$ cat config.mk
export PLATFORM = sky130hd
export DESIGN_NAME = vga_timing_flat
export DESIGN_NICKNAME = d
export VERILOG_FILES = /design/src/rtl/vga_timing_if.sv /design/src/rtl/vga_timing.sv /design/src/flat_wrapper.sv
export SDC_FILE = /design/constraint.sdc
export NUM_CORES = 1
export LEC_CHECK = 0
export BUFFER_PORTS_ARGS = -buffer_cell sky130_fd_sc_hd__buf_2
export CORE_AREA = 2 2 90 92
export DETAILED_ROUTE_END_ITERATION = 6
export DIE_AREA = 0 0 92 94
export PLACE_DENSITY_LB_ADDON = 0.08
export SLEW_MARGIN = 20
export SYNTH_ARGS = -nofsm -noshare
export SYNTH_HDL_FRONTEND = slang
export SYNTH_SLANG_ARGS = --single-unit
$ cat constraint.sdc
create_clock -name clk -period 3.1 [get_ports clk]
set_input_delay 0.155 -clock clk [delete_from_list [all_inputs] [get_ports clk]]
set_output_delay 0.155 -clock clk [all_outputs]
set_load 0.005 [all_outputs]
$ cat src/rtl/vga_timing_if.sv
`default_nettype none
// +----------------------------------------------------------------------------+
// | vga_timing_if : raster timing bundle (coordinates, strobes, sync, blank)   |
// | Rev 1.0                                                                    |
// +----------------------------------------------------------------------------+
interface vga_timing_if;
  logic        pix_en;
  logic [11:0] hdata;
  logic [11:0] vdata;
  logic        valid;
  logic        line_start;
  logic        frame_start;
  logic        valid_out;
  logic        hsync;
  logic        vsync;

  modport master (
    output pix_en, hdata, vdata, valid, line_start, frame_start,
           valid_out, hsync, vsync
  );

  modport slave (
    input  pix_en, hdata, vdata, valid, line_start, frame_start,
           valid_out, hsync, vsync
  );
endinterface
`default_nettype wire

$ cat src/rtl/vga_timing.sv
`default_nettype none
// +----------------------------------------------------------------------------+
// | vga_timing : pixel-enable divider, H/V raster counters and delayed sync    |
// | Rev 1.0                                                                    |
// +----------------------------------------------------------------------------+
module vga_timing #(
  parameter int CLK_DIV    = 4,
  parameter int H_ACTIVE   = 640,
  parameter int H_FP       = 16,
  parameter int H_SYNC     = 96,
  parameter int H_BP       = 48,
  parameter int V_ACTIVE   = 480,
  parameter int V_FP       = 10,
  parameter int V_SYNC     = 2,
  parameter int V_BP       = 33,
  parameter bit SYNC_POL   = 1'b0,
  parameter int PIPE_DELAY = 1
) (
  input  logic         clk,
  input  logic         rst,
  vga_timing_if.master vga_o
);

  localparam int H_TOTAL = H_ACTIVE + H_FP + H_SYNC + H_BP;
  localparam int V_TOTAL = V_ACTIVE + V_FP + V_SYNC + V_BP;
  localparam int DIV_W   = (CLK_DIV > 1) ? $clog2(CLK_DIV) : 1;

  localparam logic [DIV_W-1:0] DIV_LAST   = DIV_W'(CLK_DIV - 1);
  localparam logic [11:0]      H_LAST     = 12'(H_TOTAL - 1);
  localparam logic [11:0]      V_LAST     = 12'(V_TOTAL - 1);
  localparam logic [11:0]      H_ACT_C    = 12'(H_ACTIVE);
  localparam logic [11:0]      V_ACT_C    = 12'(V_ACTIVE);
  localparam logic [11:0]      HS_START_C = 12'(H_ACTIVE + H_FP);
  localparam logic [11:0]      HS_END_C   = 12'(H_ACTIVE + H_FP + H_SYNC);
  localparam logic [11:0]      VS_START_C = 12'(V_ACTIVE + V_FP);
  localparam logic [11:0]      VS_END_C   = 12'(V_ACTIVE + V_FP + V_SYNC);

  generate
    if (CLK_DIV < 1 || PIPE_DELAY < 0 || (H_TOTAL - 1) > 4095 || (V_TOTAL - 1) > 4095) begin : g_bad_params
      $error("vga_timing: illegal parameter set");
    end
  endgenerate

  logic [DIV_W-1:0] div_q, div_d;
  logic [11:0]      hc_q, hc_d;
  logic [11:0]      vc_q, vc_d;
  logic [11:0]      hdata_q, vdata_q;
  logic             valid_q;
  logic             line_start_q;
  logic             frame_start_q;
  logic             hs_raw_q, vs_raw_q;
  logic             pix_tick;
  logic [2:0]       pipe_in;
  logic [2:0]       pipe_out;

  assign pix_tick = (div_q == DIV_LAST);

  always_comb begin
    div_d = pix_tick ? '0 : div_q + 1'b1;
    hc_d  = hc_q;
    vc_d  = vc_q;
    if (pix_tick) begin
      if (hc_q == H_LAST) begin
        hc_d = '0;
        vc_d = (vc_q == V_LAST) ? '0 : vc_q + 12'd1;
      end else begin
        hc_d = hc_q + 12'd1;
      end
    end
  end

  // Coordinates, blank and raw sync are all captured from the counters on the same tick.
  always_ff @(posedge clk) begin
    if (rst) begin
      div_q         <= '0;
      hc_q          <= '0;
      vc_q          <= '0;
      hdata_q       <= '0;
      vdata_q       <= '0;
      valid_q       <= 1'b0;
      line_start_q  <= 1'b0;
      frame_start_q <= 1'b0;
      hs_raw_q      <= 1'b0;
      vs_raw_q      <= 1'b0;
    end else begin
      div_q         <= div_d;
      hc_q          <= hc_d;
      vc_q          <= vc_d;
      line_start_q  <= 1'b0;
      frame_start_q <= 1'b0;
      if (pix_tick) begin
        hdata_q       <= hc_q;
        vdata_q       <= vc_q;
        valid_q       <= (hc_q < H_ACT_C) && (vc_q < V_ACT_C);
        hs_raw_q      <= (hc_q >= HS_START_C) && (hc_q < HS_END_C);
        vs_raw_q      <= (vc_q >= VS_START_C) && (vc_q < VS_END_C);
        line_start_q  <= (hc_q == 12'd0);
        frame_start_q <= (hc_q == 12'd0) && (vc_q == 12'd0);
      end
    end
  end

  assign pipe_in = {hs_raw_q, vs_raw_q, valid_q};

  generate
    if (PIPE_DELAY == 0) begin : g_no_delay
      assign pipe_out = pipe_in;
    end else begin : g_delay
      logic [2:0] stage_q [PIPE_DELAY];

      always_ff @(posedge clk) begin
        if (rst) begin
          for (int i = 0; i < PIPE_DELAY; i++) begin
            stage_q[i] <= '0;
          end
        end else begin
          stage_q[0] <= pipe_in;
          for (int i = 1; i < PIPE_DELAY; i++) begin
            stage_q[i] <= stage_q[i-1];
          end
        end
      end

      assign pipe_out = stage_q[PIPE_DELAY-1];
    end
  endgenerate

  // pix_en is gated by rst so CLK_DIV=1 still reads 0 while reset is held.
  assign vga_o.pix_en      = pix_tick & ~rst;
  assign vga_o.hdata       = hdata_q;
  assign vga_o.vdata       = vdata_q;
  assign vga_o.valid       = valid_q;
  assign vga_o.line_start  = line_start_q;
  assign vga_o.frame_start = frame_start_q;
  assign vga_o.valid_out   = pipe_out[0];
  assign vga_o.hsync       = pipe_out[2] ? SYNC_POL : ~SYNC_POL;
  assign vga_o.vsync       = pipe_out[1] ? SYNC_POL : ~SYNC_POL;

endmodule
`default_nettype wire

$ cat src/flat_wrapper.sv
// flat-port wrapper written by rule: the top's interface ports become plain ports
module vga_timing_flat 
#(
  parameter int CLK_DIV    = 4,
  parameter int H_ACTIVE   = 640,
  parameter int H_FP       = 16,
  parameter int H_SYNC     = 96,
  parameter int H_BP       = 48,
  parameter int V_ACTIVE   = 480,
  parameter int V_FP       = 10,
  parameter int V_SYNC     = 2,
  parameter int V_BP       = 33,
  parameter bit SYNC_POL   = 1'b0,
  parameter int PIPE_DELAY = 1
)
  (clk, rst, vga_o_pix_en, vga_o_hdata, vga_o_vdata, vga_o_valid, vga_o_line_start, vga_o_frame_start, vga_o_valid_out, vga_o_hsync, vga_o_vsync);
  vga_timing_if vga_o_i ();
  input  logic clk;
  input  logic rst;
  output wire logic [$bits(vga_o_i.pix_en)-1:0] vga_o_pix_en;
  output wire logic [$bits(vga_o_i.hdata)-1:0] vga_o_hdata;
  output wire logic [$bits(vga_o_i.vdata)-1:0] vga_o_vdata;
  output wire logic [$bits(vga_o_i.valid)-1:0] vga_o_valid;
  output wire logic [$bits(vga_o_i.line_start)-1:0] vga_o_line_start;
  output wire logic [$bits(vga_o_i.frame_start)-1:0] vga_o_frame_start;
  output wire logic [$bits(vga_o_i.valid_out)-1:0] vga_o_valid_out;
  output wire logic [$bits(vga_o_i.hsync)-1:0] vga_o_hsync;
  output wire logic [$bits(vga_o_i.vsync)-1:0] vga_o_vsync;
  assign vga_o_pix_en = vga_o_i.pix_en;
  assign vga_o_hdata = vga_o_i.hdata;
  assign vga_o_vdata = vga_o_i.vdata;
  assign vga_o_valid = vga_o_i.valid;
  assign vga_o_line_start = vga_o_i.line_start;
  assign vga_o_frame_start = vga_o_i.frame_start;
  assign vga_o_valid_out = vga_o_i.valid_out;
  assign vga_o_hsync = vga_o_i.hsync;
  assign vga_o_vsync = vga_o_i.vsync;
  vga_timing #(.CLK_DIV(CLK_DIV), .H_ACTIVE(H_ACTIVE), .H_FP(H_FP), .H_SYNC(H_SYNC), .H_BP(H_BP), .V_ACTIVE(V_ACTIVE), .V_FP(V_FP), .V_SYNC(V_SYNC), .V_BP(V_BP), .SYNC_POL(SYNC_POL), .PIPE_DELAY(PIPE_DELAY)) u_core (.clk(clk), .rst(rst), .vga_o(vga_o_i));
endmodule
# After elaboration in Yosys (flattened, before gate mapping)
# Memories as Yosys holds them, arrays and structs flattened.
# Cells that the tools add are included.
# classes
n_addsub,3
n_div,0
multipliers,0
reduce_logical,10
bitwise_logic,3
mux,9
shift,0
order_cmp,6
n_eq_ne,3
# op_table
operator,n
"adder 12 x 1 -> 12 bit, second input constant",2
"equality test 12 x 10 -> 1 bit, second input constant",2
logical NOT 12 bit,2
"less-than comparator 12 x 10 -> 1 bit, second input constant",2
"less-than comparator 12 x 9 -> 1 bit, second input constant",2
2-to-1 mux 12 bit,2
">= comparator 12 x 10 -> 1 bit, second input constant",1
">= comparator 12 x 9 -> 1 bit, second input constant",1
2-to-1 mux 1 bit,6
logical AND 1 bit,4
OR reduction 2 bit,2
2-to-1 mux 3 bit,1
OR reduction 3 bit,1
"adder 2 x 1 -> 2 bit, second input constant",1
"equality test 2 bit, second input constant",1
NOT 1 bit,2
AND reduction 2 bit,1
bitwise AND 1 bit,1
# totals
out_inout_bits,31
mem_bits_rw,3
rom_bits,0
mem_count,1
latch_bits,0
reg_bits,55
wordCells,45
# memory_table
name,depth,word_bits,read_ports,rd_clocked_by_memory_dff,write_ports,line_no,source
u_core.g_delay.stage_q,1,3,1,0,1,vga_timing.sv:109,logic [2:0] stage_q [PIPE_DELAY];

# Logic depth before layout (Yosys ltp)
# logic_depth
ltp_word,3
mapped_depth,7
mapped_depth_nobuf,6

# Worst setup path before layout
# OpenSTA, ideal clock, no wires.
# synth_timing
path_kind,reg-to-reg
startpoint,register u_core.div_q[0]
endpoint,register u_core.vc_q[3]
slack_ns,1.485
setup_ns,0.127
synth_period_minus_slack_ns,1.615
stages_incl_launch_ff,8
arrival_ns,1.488
cell_sequence,dfxtp_1 -> ha_1 -> buf_2 -> nor3b_1 -> nand4b_4 -> buf_6 -> a32oi_1 -> o31ai_1
# synth_between
elab_chain_len,2
# synth_lines
item,line_no,source
"start, declared",vga_timing.sv:44,"logic [DIV_W-1:0] div_q, div_d;"
"start signal, assigned",vga_timing.sv:86,div_q <= div_d;
equality test 2 bit,vga_timing.sv:56,assign pix_tick = (div_q == DIV_LAST);
AND reduction 2 bit (no source line),-,
"end signal, assigned",vga_timing.sv:88,vc_q <= vc_d;
"end, declared",vga_timing.sv:46,"logic [11:0] vc_q, vc_d;"
# No other way between the ends.
# A chain may end at the register's enable or synchronous reset.

# Worst setup path in the final report
# layout_timing
startpoint,register u_core.div_q[0]
endpoint,register u_core.hc_q[9]
# layout_between
elab_chain_len,1
# layout_lines
item,line_no,source
equality test 2 bit,vga_timing.sv:56,
"end signal, assigned",vga_timing.sv:76,hc_q <= '0;
"end signal, assigned",vga_timing.sv:87,hc_q <= hc_d;
"end, declared",vga_timing.sv:45,"logic [11:0] hc_q, hc_d;"
# No other way between the ends.

==> metrics.sh <==
WORST-SLEW-PIN-TRANSITION_NS=0.736
VDD.IR_DROP.WORST_mV=0.164
POWER-PER-CELL-AREA_nW_PER_UM2=486
TOTALNEGATIVESETUPSLACK_NS=0
SETUP.WORST_PATH.END_CLASS='flip-flop'
CELL_AT_THE_SLOWEST_STAGE_OF_THE_CRITICAL_PATH='ha_2'
ASYNC_SET_OR_RESET_FLOP_FRACTION_IN_THE_SYNTHESIZED_NETLIST=0
LAYOUT-DRIVE-GT1-SHARE=0.185
NUMBER_OF_STANDARD_CELLS_IN_THE_FINAL_LAYOUT_EXCLUDING_FILLERS=405
ANTENNA_CELLS_INSERTED=0
NETLIST_INSTANCES=273
FIRST_GLOBAL_VIAS=1916
AREA_DELTA_SYNTH_FINAL_PCT=14.9
NETLIST_AREA_UM2=2610
POSTROUTEWIRELENGTH_MM=5.98
FP.DIEAREA_UM2=8650
NUMCTSBUFFERS=9
CLK_PATH_BUF_DEPTH=2
POSTCTSSETUPREPAIRBUFS=0
TIMING.CRITICAL_PATH.SLOWEST_CELL_DELAY_NS=0.50
PLACE.DETAILED.HPWL_MM=3.88
WORST_REL_SLEW_SLACK=0.510
LAYOUT_MIN_CYCLE_TIME_NS=2.13
DRV_SLEW=0
AVGSYNTHCELLAREA_UM2=9.56
CRITICAL_PATH.MAX_FANOUT=19
CTS_ROOT_BUFFER='clkbuf_8'
FINAL_CORE_UTIL=0.394
RRSETUPSLACK_NS=0.97
CTS_TREE='done'
SYNTH_NETS=280
CTS.CLK_SLEW.WORST_PATHS_NS=0.07
SYNTH_ENABLE_FLOP_CELLS=0
GRT.OVERFLOW.TOTAL=0
CP_DATA_ARRIVAL_TIME_NS=2.34
IOS=33
GLOBALPLACE.CONGESTION=0.750
NETLIST-CELL-TYPE-COUNT=49
SETUP.WORST_PATH.CLASS='flip-flop to flip-flop'
SYNTH_WARN=0
FINAL_PERIOD_UTILIZATION=0.687
LEADING_CELL_TYPE_IN_THE_LAYOUT_FILL_AND_TAPS_EXCLUDED='dfxtp_1'
PORT_BUFFERS=32
FLOORPLAN.CORE_AREA_UM2=7610
GRT_USAGE=0.151
NUM-NETS-FINAL=305
FP-ROW-COUNT=32
GRT_SETUP_UNREPAIRED='no'
LAYOUT.FILLER_CELLS=804
CP_CELL_SEQUENCE='ha_2, nor3b_1, nand4b_4, nand2_1, nor2_1'
CRITICAL_PATH_REQUIRED_NS=3.31
HOLD_WS_NS=0.368
MAX-CAP-VIOLATIONS=0
ROUTED-VIA-COUNT=2005
STATUS='complete, no violations'
HOLD_PATH_CLASS='primary input to flip-flop'
FMAXACHIEVABLE_MHz=469
CLOCK_LATENCY_NS=0.33
INITIAL_UTILIZATION=0.343
FINAL_ANT_VIOL_NETS=0
POWER.STATIC_LEAKAGE_nW=1.14
FINAL_HOLD_VIOL_COUNT=0
DRT-VIAS-PER-INSTANCE=4.95
ANTENNA_FOUND_INITIAL=0
CTS.SINKS=58
DIE_HEIGHT_UM=94
SKEW_NS=0.00729
H-TREE-DEPTH=3
SEQ_AREA_FRAC_SYNTH=0.445
LAYOUT.CELLS.MOST_COMMON_LIST='58 x dfxtp_1, 39 x nor2_1, 32 x buf_2'
CRITPATHLAUNCHTYPE='flip-flop'
SETUP_VIOL_COUNT_FINAL=0
DIE_X_UM=92
INITIALDRTVIOLATIONCOUNT=97
SYNTH_FF_TYPE='dfxtp_1'
COUNT_OF_STATE_ELEMENTS_AFTER_SYNTHESIS=58
HOLDBUFCOUNTCTS=0
DPL.CELL_COUNT=389
DRC_ERRORS=0
FIRST_PASS_GRT_WIRE_LENGTH_MM=10.1
LARGEST_NET_DEGREE_AT_THE_START_OF_GLOBAL_ROUTING=37
CTS_REPAIR_RESIZE_COUNT=0
NUMBER_OF_OPTIMIZATION_ITERATIONS_IN_THE_FIRST_DETAILED_ROUTE_PASS=4
WL_CELL_UM=14.8
## registers in the layout (all words and copies together), names as in the netlist
register,count
u_core.vga_o.line_start,1
u_core.vs_raw_q,1
u_core.hc_q,12
u_core.g_delay.stage_q,3
u_core.div_q,2
u_core.vga_o.vdata,12
u_core.hs_raw_q,1
u_core.vga_o.frame_start,1
u_core.vga_o.valid,1
u_core.vc_q,12
u_core.vga_o.hdata,12
## per-stage QoR
stage	power, mW	area, µm²	worst slack (ns)
after floorplan	0.820	2610	1.48
after global placement	0.834	2820	0.976
after detailed placement	0.835	2820	0.939
after CTS	1.48	3000	0.936
after global routing	1.51	3000	0.794
final	1.46	3000	0.970
## routing by layer
layer	GRT usage	part of all wire	wire length (µm)
met5	0	0	0
met4	0.0784	0.012	70
met3	0.0297	0.056	332
met2	0.202	0.40	2420
met1	0.224	0.53	3150
## final timing paths
check / depth (start not counted) / end / start
max: 5 / u_core.hc_q[9]$_SDFFE_PP0P_ / u_core.div_q[0]$_SDFF_PP0_
min reg2reg: 1 / u_core.div_q[0]$_SDFF_PP0_ / u_core.div_q[0]$_SDFF_PP0_
max reg2reg: 5 / u_core.hc_q[9]$_SDFFE_PP0P_ / u_core.div_q[0]$_SDFF_PP0_
min: 2 / u_core.vga_o.vdata[11]$_SDFFE_PP0P_ / rst
## cells in the mapped netlist, types with 7 or more instances
cell      count  area (µm²)
clkbuf_1      7        26.3
nand4_1       9        56.3
o31ai_1       7        52.6
mux2i_1      24         240
dfxtp_1      58        1160
nand3_1       8        40.0
nor2_1       39         146
nand2_1      15        56.3
inv_1        11        41.3
buf_2         9        45.0
## power by group
group | internal (mW) | total, mW | switching [mW]
combinational | 0.0233 | 0.0605 | 0.0372
clock | 0.354 | 0.641 | 0.287
sequential | 0.752 | 0.756 | 0.00411
## final cells by class
cell class	instances	area, µm²	share of cell area
repair buffers	33	168	0.0559
well taps	102	128	0.0426
inverters	11	41.3	0.0138
flip-flops and latches	58	1160	0.387
multi-input cells	185	1320	0.439
clock inverters	2	10.0	0.00334
clock buffers	14	173	0.0576
## critical path, delay by kind of cell, from the launching register on
family	cells	cell delay, ns
adders and majority gates	1	0.50
DFF	1	0.34
and+or+nand+nor	4	1.17
## logic make-up after synthesis
group	synth area share
AND/OR/NAND/NOR	0.260
flip-flops	0.445
AO/OA/AOI/OAI	0.0940
buffers and inverters	0.0508
multiplexers	0.0921
XOR/XNOR	0.0336
adder cells (fa/ha/maj)	0.0240
(Power assumes the default switching activity.)
